### src/rtl/entier_en_vf_pkg.sv
// rtl/entier_en_vf_pkg.sv - shared constants and types for the integer-to-fixed-point decoder
//
// Purpose: single home for the word width, the lost-bit index, the most
// negative fixed-point value and the sign/positive-flag bit index. The
// decoder in this bundle and the existing encoder (encode_vf below) both
// take their constants from here so the two ends cannot drift apart.
// Ports: none (package).

package entier_en_vf_pkg;

  localparam int LARGEUR     = 16;
  localparam int BIT_PERDU   = 12;
  localparam int BIT_POSITIF = 15;
  localparam logic [15:0] VF_MIN = 16'h8000;

  typedef logic [LARGEUR-1:0] mot_t;

  // Contents of the output stage: decoded word plus its invalid marker.
  typedef struct packed {
    mot_t mot;
    logic invalide;
  } etage_t;

  // Encoder side of the code. Positive values carry a set flag bit; negative
  // values are inverted and lose bit BIT_PERDU, which is what makes codes
  // with that bit set (and the flag clear) invalid on the decode side.
  function automatic mot_t encode_vf(input mot_t vf);
    mot_t e;
    if (!vf[BIT_POSITIF]) begin
      e = vf;
      e[BIT_POSITIF] = 1'b1;
    end else begin
      e = ~vf;
      e[BIT_PERDU] = 1'b0;
    end
    return e;
  endfunction

endpackage

### src/rtl/entier_en_vf_if.sv
// rtl/entier_en_vf_if.sv - stream and statistics bundle of the decoder
//
// Purpose: groups the input stream, the output stream and the statistics
// signals of entier_en_vf.
// Signals:
//   entier_in / in_valid / in_ready   encoded word stream into the block
//   vf_out / out_valid / out_ready    decoded fixed-point stream out
//   code_invalide / nb_invalides      sticky flag and saturating counter
//   clr_stats                         synchronous clear of the statistics
// Modports: master = producer/consumer around the block, slave = the block.

interface entier_en_vf_if #(
  parameter int LARGEUR = entier_en_vf_pkg::LARGEUR,
  parameter int CPT_W   = 8
) ();

  logic [LARGEUR-1:0] entier_in;
  logic               in_valid;
  logic               in_ready;
  logic [LARGEUR-1:0] vf_out;
  logic               out_valid;
  logic               out_ready;
  logic               code_invalide;
  logic [CPT_W-1:0]   nb_invalides;
  logic               clr_stats;

  modport master (
    output entier_in, in_valid, out_ready, clr_stats,
    input  in_ready, vf_out, out_valid, code_invalide, nb_invalides
  );

  modport slave (
    input  entier_in, in_valid, out_ready, clr_stats,
    output in_ready, vf_out, out_valid, code_invalide, nb_invalides
  );

endinterface

### src/rtl/entier_en_vf_decode.sv
// rtl/entier_en_vf_decode.sv - pure combinational decode of one encoded word
//
// Purpose: maps an encoded word to its signed fixed-point value.
// Ports:
//   entier    in   encoded word
//   vf        out  decoded word (VF_MIN for invalid codes)
//   invalide  out  high when the code cannot have come from the encoder

module decode_entier_vf
  import entier_en_vf_pkg::*;
#(
  parameter int LARGEUR   = entier_en_vf_pkg::LARGEUR,
  parameter int BIT_PERDU = entier_en_vf_pkg::BIT_PERDU
) (
  input  logic [LARGEUR-1:0] entier,
  output logic [LARGEUR-1:0] vf,
  output logic               invalide
);

  always_comb begin
    vf       = ~entier;
    invalide = 1'b0;
    if (entier[BIT_POSITIF]) begin
      vf = {1'b0, entier[LARGEUR-2:0]};
    end else if (entier[BIT_PERDU]) begin
      // The encoder always clears this bit on negatives, so a set bit here
      // means the word is corrupt; clamp to the most negative value.
      vf       = VF_MIN;
      invalide = 1'b1;
    end else begin
      // The encoder dropped this bit; inverting a cleared bit restores the 1.
      vf[BIT_PERDU] = 1'b1;
    end
  end

endmodule

### src/rtl/entier_en_vf.sv
// rtl/entier_en_vf.sv - two-stage pipelined decoder with invalid-code statistics
//
// Purpose: accepts encoded words, decodes them to signed fixed point through
// a two-register pipeline (input word, then decoded word + invalid bit) with
// full valid/ready backpressure, and keeps a sticky invalid flag and a
// saturating invalid counter updated as words leave the block.
// Ports:
//   clk   in  rising-edge clock
//   rst   in  asynchronous active-high reset, drops all words in flight
//   bus   slave modport of entier_en_vf_if (streams and statistics)

module entier_en_vf
  import entier_en_vf_pkg::*;
#(
  parameter int LARGEUR   = entier_en_vf_pkg::LARGEUR,
  parameter int BIT_PERDU = entier_en_vf_pkg::BIT_PERDU,
  parameter int CPT_W     = 8
) (
  input  logic               clk,
  input  logic               rst,
  entier_en_vf_if.slave      bus
);

  logic               s1_valid_q, s1_valid_d;
  logic [LARGEUR-1:0] s1_mot_q, s1_mot_d;
  logic               s2_valid_q, s2_valid_d;
  etage_t             s2_q, s2_d;
  logic               code_inv_q, code_inv_d;
  logic [CPT_W-1:0]   nb_inv_q, nb_inv_d;

  logic [LARGEUR-1:0] vf_dec;
  logic               inv_dec;
  logic               s2_ready;
  logic               s1_avance;
  logic               in_ready_c;
  logic               accepte;
  logic               sortie;

  decode_entier_vf #(
    .LARGEUR   (LARGEUR),
    .BIT_PERDU (BIT_PERDU)
  ) u_decode (
    .entier   (s1_mot_q),
    .vf       (vf_dec),
    .invalide (inv_dec)
  );

  always_comb begin
    // Ready chain is built from stage state and out_ready only, never from
    // in_valid, so upstream can wait on in_ready without a loop.
    s2_ready   = !s2_valid_q || bus.out_ready;
    s1_avance  = s1_valid_q && s2_ready;
    in_ready_c = !s1_valid_q || s2_ready;
    accepte    = bus.in_valid && in_ready_c;
    sortie     = s2_valid_q && bus.out_ready;

    s1_valid_d = s1_valid_q;
    s1_mot_d   = s1_mot_q;
    if (accepte) begin
      s1_valid_d = 1'b1;
      s1_mot_d   = bus.entier_in;
    end else if (s1_avance) begin
      s1_valid_d = 1'b0;
    end

    s2_valid_d = s2_valid_q;
    s2_d       = s2_q;
    if (s1_avance) begin
      s2_valid_d = 1'b1;
      s2_d       = '{mot: vf_dec, invalide: inv_dec};
    end else if (sortie) begin
      s2_valid_d = 1'b0;
    end

    // Statistics follow delivered words, not accepted ones; a clear in the
    // same cycle as an invalid delivery takes precedence.
    code_inv_d = code_inv_q;
    nb_inv_d   = nb_inv_q;
    if (bus.clr_stats) begin
      code_inv_d = 1'b0;
      nb_inv_d   = '0;
    end else if (sortie && s2_q.invalide) begin
      code_inv_d = 1'b1;
      if (nb_inv_q != {CPT_W{1'b1}}) begin
        nb_inv_d = nb_inv_q + 1'b1;
      end
    end
  end

  always_ff @(posedge clk or posedge rst) begin
    if (rst) begin
      s1_valid_q <= 1'b0;
      s1_mot_q   <= '0;
      s2_valid_q <= 1'b0;
      s2_q       <= '0;
      code_inv_q <= 1'b0;
      nb_inv_q   <= '0;
    end else begin
      s1_valid_q <= s1_valid_d;
      s1_mot_q   <= s1_mot_d;
      s2_valid_q <= s2_valid_d;
      s2_q       <= s2_d;
      code_inv_q <= code_inv_d;
      nb_inv_q   <= nb_inv_d;
    end
  end

  // The empty pipeline would otherwise advertise ready while reset is held.
  assign bus.in_ready      = in_ready_c && !rst;
  assign bus.vf_out        = s2_q.mot;
  assign bus.out_valid     = s2_valid_q;
  assign bus.code_invalide = code_inv_q;
  assign bus.nb_invalides  = nb_inv_q;

endmodule

### src/flat_wrapper.sv
// flat-port wrapper written by rule: the top's interface ports become plain ports
module entier_en_vf_flat import entier_en_vf_pkg::*;
#(
  parameter int LARGEUR   = entier_en_vf_pkg::LARGEUR,
  parameter int BIT_PERDU = entier_en_vf_pkg::BIT_PERDU,
  parameter int CPT_W     = 8
)
  (clk, rst, bus_entier_in, bus_in_valid, bus_out_ready, bus_clr_stats, bus_in_ready, bus_vf_out, bus_out_valid, bus_code_invalide, bus_nb_invalides);
  entier_en_vf_if #(.LARGEUR(LARGEUR), .CPT_W(CPT_W)) bus_i ();
  input  logic clk;
  input  logic rst;
  input wire logic [$bits(bus_i.entier_in)-1:0] bus_entier_in;
  input wire logic [$bits(bus_i.in_valid)-1:0] bus_in_valid;
  input wire logic [$bits(bus_i.out_ready)-1:0] bus_out_ready;
  input wire logic [$bits(bus_i.clr_stats)-1:0] bus_clr_stats;
  output wire logic [$bits(bus_i.in_ready)-1:0] bus_in_ready;
  output wire logic [$bits(bus_i.vf_out)-1:0] bus_vf_out;
  output wire logic [$bits(bus_i.out_valid)-1:0] bus_out_valid;
  output wire logic [$bits(bus_i.code_invalide)-1:0] bus_code_invalide;
  output wire logic [$bits(bus_i.nb_invalides)-1:0] bus_nb_invalides;
  assign bus_i.entier_in = bus_entier_in;
  assign bus_i.in_valid = bus_in_valid;
  assign bus_i.out_ready = bus_out_ready;
  assign bus_i.clr_stats = bus_clr_stats;
  assign bus_in_ready = bus_i.in_ready;
  assign bus_vf_out = bus_i.vf_out;
  assign bus_out_valid = bus_i.out_valid;
  assign bus_code_invalide = bus_i.code_invalide;
  assign bus_nb_invalides = bus_i.nb_invalides;
  entier_en_vf #(.LARGEUR(LARGEUR), .BIT_PERDU(BIT_PERDU), .CPT_W(CPT_W)) u_core (.clk(clk), .rst(rst), .bus(bus_i));
endmodule
### config.mk
export PLATFORM = sky130hd
export DESIGN_NAME = entier_en_vf_flat
export DESIGN_NICKNAME = d
export VERILOG_FILES = /design/src/rtl/entier_en_vf_pkg.sv /design/src/rtl/entier_en_vf_if.sv /design/src/rtl/entier_en_vf_decode.sv /design/src/rtl/entier_en_vf.sv /design/src/flat_wrapper.sv
export SDC_FILE = /design/constraint.sdc
export NUM_CORES = 1
export LEC_CHECK = 0
export CAP_MARGIN = 20
export CELL_PAD_IN_SITES_DETAIL_PLACEMENT = 0
export CELL_PAD_IN_SITES_GLOBAL_PLACEMENT = 1
export CORE_MARGIN = 2
export CORE_UTILIZATION = 38
export CTS_CLUSTER_SIZE = 12
export DETAILED_ROUTE_END_ITERATION = 7
export MAX_ROUTING_LAYER = met4
export PLACE_DENSITY_LB_ADDON = 0.15
export SLEW_MARGIN = 20
export SYNTH_ARGS = -nofsm -noshare
export SYNTH_HDL_FRONTEND = slang
export SYNTH_SLANG_ARGS = --single-unit
### constraint.sdc
create_clock -name clk -period 1.7 [get_ports clk]
set_clock_uncertainty 0.15 [all_clocks]
set_input_delay 0.34 -clock clk [delete_from_list [all_inputs] [get_ports clk]]
set_output_delay 0.34 -clock clk [all_outputs]
set_load 0.01 [all_outputs]
# After elaboration in Yosys (flattened, before gate mapping)
# Index checks and enable logic that the tools add are counted.
dict set report totals {
  latchBits 0
  rom_bits 0
  output_inout_bits 27
  inputBits 21
  reg_bits 44
  memories 0
  mem_bits_rw 0
}
dict set report op_classes {
  muxes 15
  reduce_logical 15
  n_eq_ne 1
  magnitude_cmp 0
  shift 0
  n_mul 0
  div_mod_pow 0
  bitwise_logic 1
  n_addsub 1
}
# op count
set ops {}
lappend ops {{8-bit 2-to-1 mux} 3}
lappend ops {{16-bit 2-to-1 mux} 1}
lappend ops {{16-bit NOT} 1}
lappend ops {{12-bit 2-to-1 mux} 1}
lappend ops {{1-bit 2-to-1 mux} 9}
lappend ops {{8-bit by 1-bit adder with 8-bit output (second input constant)} 1}
lappend ops {{8-bit inequality test (second input constant)} 1}
lappend ops {{2-bit nonzero test} 4}
lappend ops {{1-bit logical AND} 5}
lappend ops {{1-bit logical NOT} 3}
lappend ops {{3-bit 2-to-1 mux} 1}
lappend ops {{1-bit logical OR} 2}
lappend ops {{2-bit AND reduction} 1}

# Depth between registers and ports, before layout
dict set report logic_depth {
  depth_word 5
  depth_mapped 7
}

# By module
# Synthesis repeated with hierarchy kept, for this count alone.
dict set report hier_totals {
  cells_unflattened 183
  area_unflattened_um2 2240.9
}
# mod seq_area_each_um2 cells_each n_inst area_per_inst_um2
set by_module_without_submodules {}
lappend by_module_without_submodules {entier_en_vf 1101.1 146 1 2009.4}
lappend by_module_without_submodules {decode_entier_vf 0.0 37 1 231.5}

# Least setup slack after synthesis
# OpenSTA, ideal clock, no wires.
dict set report synth_timing {
  path_type {reg2reg}
  from {register u_core.nb_inv_q[0], in the netlist u_core.bus.nb_invalides[0]}
  to {register u_core.nb_inv_q[3], in the netlist u_core.bus.nb_invalides[3]}
  setup_ps 78
  t_required_ps 1472
  synth_period_minus_slack_ps 1562
  path_buffers 0
  arrival_time_ps 1334
  stages_incl_launch_ff 6
  slack_ps 138
  cell_sequence {dfrtp_1 ha_1 nand3_1 o21ai_2 or3_1 a21oi_1}
}
dict set report synth_via {
  elab_chain_len 4
  word_cells_on_any_way 7
  classes_between {add/sub (1); eq/ne (1); mux (3); reduce/logical (2)}
}
# element line
set synth_lines {}
lappend synth_lines {{from (decl)} entier_en_vf.sv:29} ;# logic [CPT_W-1:0] nb_inv_q, nb_inv_d;
lappend synth_lines {{from (signal assigned)} entier_en_vf.sv:104} ;# nb_inv_q <= nb_inv_d;
lappend synth_lines {{8-bit by 1-bit adder with 8-bit output} entier_en_vf.sv:85} ;# nb_inv_d = nb_inv_q + 1'b1;
lappend synth_lines {{8-bit 2-to-1 mux} entier_en_vf.sv:84} ;# if (nb_inv_q != {CPT_W{1'b1}}) begin
lappend synth_lines {{8-bit 2-to-1 mux} entier_en_vf.sv:82} ;# end else if (sortie && s2_q.invalide) begin
lappend synth_lines {{8-bit 2-to-1 mux} entier_en_vf.sv:79} ;# if (bus.clr_stats) begin
# Parallel ways exist; a longest one is shown, timed or not. The select of a mux whose other input is x is not followed.
# A chain may end at the register's enable or synchronous reset.

# Worst setup path in the final report
dict set report layout_timing {
  from {register u_core.code_inv_q, in the netlist u_core.bus.code_invalide}
  to {output bus_code_invalide}
}
# element line
set layout_rtl {}
lappend layout_rtl {{from (decl)} entier_en_vf.sv:28} ;# logic code_inv_q, code_inv_d;
lappend layout_rtl {{from (signal assigned)} entier_en_vf.sv:103} ;# code_inv_q <= code_inv_d;
lappend layout_rtl {{to (decl)} flat_wrapper.sv:19} ;# output wire logic [$bits(bus_i.code_invalide)-1:0] bus_code_invalide;
# No word-level cell between the ends.

==> impl_metrics.py <==
metrics = {
    "synthesis": {
        "netlist.area_leader.share": 0.521,
        "synth.largest_area_cell": "dfrtp_1",
        "synthesized_nets": 220,
        "synthAdderAreaFrac": 0.0178,
        "synth_async_sr_flop_share": 1.00,
        "synth_cells": 196,
        "synth_warn": 0,
        "synth_enable_flop_cells": 0,
        "synth_compound_area_frac": 0.101,
        "postSynthAreaPerCell_um2": 10.8,
        "synth.area.mux_share": 0.108,
        "xor_and_xnor_area_share_after_synthesis": 0.0207,
        "synth_top_family_by_area": "simple AND/OR/NAND/NOR gates",
        "synthTopCellsByCount": "dfrtp_1 (44), nor2_1 (36), a21oi_1 (29)",
        "ys_seq_elements": 44,
        "post_synth_num_cell_types": 34,
        "postSynth.topFlopCell": "dfrtp_1",
        "synth.top_cells.by_area": "dfrtp_1 (52%), mux2_2 (9.6%), a21oi_1 (6.9%)",
        "syn_area_mm2": 0.00211,
        "synth_simple_gate_area_frac": 0.127,
        "ys_seq_area_frac": 0.521,
        "post-synth-top-count-cell": "dfrtp_1",
    },
    "clock_network": {
        "cts-buffers-inserted": 5,
        "clock_tree.root_cell": "clkbuf_8",
        "cts.htree.levels": 2,
        "path_clk_slew_ns": 0.08,
        "tritoncts_clock_tree": "yes",
        "clock_insertion_delay_worst_skew_ns": 0.29,
        "cts-hold-fix-buffers": 0,
        "ctsLongestPathBuffers": 2,
        "cts.sink_count": 44,
    },
    "global_routing": {
        "overflow": 0,
        "antenna_found_initial": 0,
        "grt_pass1_wl_mm": 7.09,
        "track_usage": 0.150,
        "number_of_global_route_vias_before_repair": 1506,
        "grt_start_max_net_pins": 45,
    },
    "placed_design": {
        "count_of_input_and_output_buffers": 47,
        "detailed_place.area_mm2": 0.00258,
        "detailedPlacementHpwl_mm": 3.00,
        "gp_routability_congestion": 0.767,
        "placed_cells": 301,
        "place_worst_setup_slack_ns": -0.361,
    },
    "cells_and_area": {
        "num-fill-cells": 504,
        "layout-drive-gt1-share": 0.250,
        "insertedDiodeCount": 0,
        "syn_to_final_growth_pct": 31.8,
        "final_design_area_no_fill_mm2": 0.00278,
        "layout.cells.non_filler": 316,
        "nets": 267,
    },
    "flow_run": {
        "max_cap_violations": 0,
    },
    "die": {
        "die_h_um": 78.6,
        "initial_core_util": 0.388,
        "placement_rows": 27,
        "floorplan.die_area_mm2": 0.00617,
        "floorplan_core_area_mm2": 0.00544,
        "boundaryPins": 48,
        "die_width_um": 78.6,
    },
    "setup_path": {
        "worst-path-max-fanout": 2,
        "path_cells": "clkdlybuf4s50_1",
        "slowest_stage": "clkdlybuf4s50_1",
        "max_stage_delay_ns": 0.54,
        "endpoint_kind": "output pin",
        "cp_data_arrival_time_ns": 1.18,
        "cp_top_family": "buffers and inverters",
        "start_kind": "flip-flop",
        "cp.required_ns": 1.21,
        "critPathBufInv": 1,
        "worstSetupPathType": "flip-flop to output pin",
    },
    "drt": {
        "route.vias.total": 1502,
        "post_drt_wl_per_cell_um": 13.6,
        "detail-route-antenna-nets": 0,
        "iteration_0_drc_count_of_the_detailed_router": 99,
        "drc_errors": 0,
        "detail_route.vias_per_cell": 4.75,
        "drt_first_pass_iters": 6,
        "route.final.wire_length_mm": 4.29,
    },
    "pwr": {
        "ir_drop_mv": 0.424,
        "leakage_nw": 1.38,
        "power_density_mw_per_mm2": 1010,
    },
    "sta": {
        "worstMarginPinSlew_ns": 0.549,
        "achievable-frequency_mhz": 599,
        "fin_setup_tns_ns": 0,
        "final_count_of_negative_setup_slack_endpoints": 0,
        "number_of_max_slew_violations_in_the_final_report": 0,
        "setup_repair_after_global_routing_missed_its_margin": "yes",
        "timing.max_slew.rel_slack": 0.634,
        "period_share": 0.982,
        "post_layout_worst_setup_margin_ns": 0.0302,
        "whs_ns": 0.266,
        "final_period_minus_worst_setup_slack_ns": 1.67,
        "finalHoldViolCount": 0,
    },
    "hold_path": {
        "holdCritPathClass": "primary input to flip-flop",
    },
    "outcome": {
        "run_status": "finished clean",
    },
}
==> flip-flops by register name (all words and copies together) (netlist names) <==
register and cells:
u_core.bus.code_invalide 1, u_core.bus.nb_invalides 8, u_core.bus.out_valid 1, u_core.bus.vf_out 16, u_core.s1_mot_q 16, u_core.s1_valid_q 1, u_core.s2_q 1
==> area by class of cell <==
class / instances / area (um2) / area share
Clock inverter: 2 / 35.0 / 0.0126
Tap cell: 72 / 90.1 / 0.0324
Clock buffer: 6 / 72.6 / 0.0261
Inverter: 3 / 11.3 / 0.00405
Sequential cell: 44 / 1100 / 0.397
Multi-Input combinational cell: 123 / 802 / 0.288
Timing Repair Buffer: 66 / 667 / 0.240
==> kinds of logic after synthesis <==
kind of cell               count (synthesis)
AOI/OAI and AO/OA                         37
xor gates and xnor gates                   5
adders and majority gates                  3
buffers and inverters                     29
DFF                                       44
muxes                                     20
and+or+nand+nor                           58
==> routing by layer <==
metal / vias up / GRT usage / routed length, um
met4: 0 / 0.0421 / 26
met5: - / - / 0
li1: 745 / - / -
met1: 716 / 0.190 / 1930
met3: 4 / 0.0333 / 207
met2: 37 / 0.244 / 2130
==> layout by cell type, fill, tap and decap left out, drive strengths merged, types with 3 or more instances in the layout <==
master,instances
dfrtp,44
nor2,37
a21oi,31
clkdlybuf4s50,22
buf,20
mux2,19
dlymetal6s2s,16
dlygate4sd2,8
clkbuf,6
nand2,4
nand2b,3
nand4,3
xor2,3
and3,3
inv,3
ha,3
==> stage by stage <==
stage / total power [mW] / util
after global routing: 2.98 / 0.512
after global placement: 2.07 / 0.474
after CTS: 2.88 / 0.503
after floorplan: 1.87 / -
final: 2.82 / 0.512
after detailed placement: 2.10 / 0.474
==> timing repair <==
| item | in CTS | in global routing |
|---|---|---|
| endpoints found under the setup margin | 15 | 25 |
| pin swaps | 0 | 2 |
| setup buffers | 7 | 0 |
| gates resized for setup | 18 | 18 |
==> worst min-delay path: cells and delay by family <==
family	cells	cell delay [ns]
buffers and inverters	1	0.12
and+or+nand+nor	3	0.21
==> power breakdown <==
part	total, mW	internal (mW)	switching, mW	leakage, nW
Sequential	1.33	1.22	0.115	0.526
Combinational	0.707	0.392	0.315	0.796
Clock	0.782	0.436	0.346	0.0552
Total	2.82	2.05	0.775	1.38
==> worst paths after layout <==
kind | start | endpoint | slack [ns] | cells after the start
max in group asynchronous | rst | u_core.bus.nb_invalides[6] | 0.81 | 4
min in group asynchronous | rst | u_core.bus.code_invalide | 0.36 | 4
min | bus_out_ready | u_core.s1_valid_q | 0.27 | 4
max reg2reg | u_core.bus.nb_invalides[0] | u_core.bus.nb_invalides[4] | 0.04 | 6
max | u_core.bus.code_invalide | bus_code_invalide | 0.03 | 1
min reg2reg | u_core.bus.code_invalide | u_core.bus.code_invalide | 0.37 | 2
Note: power is estimated with default switching activity, not from simulation.
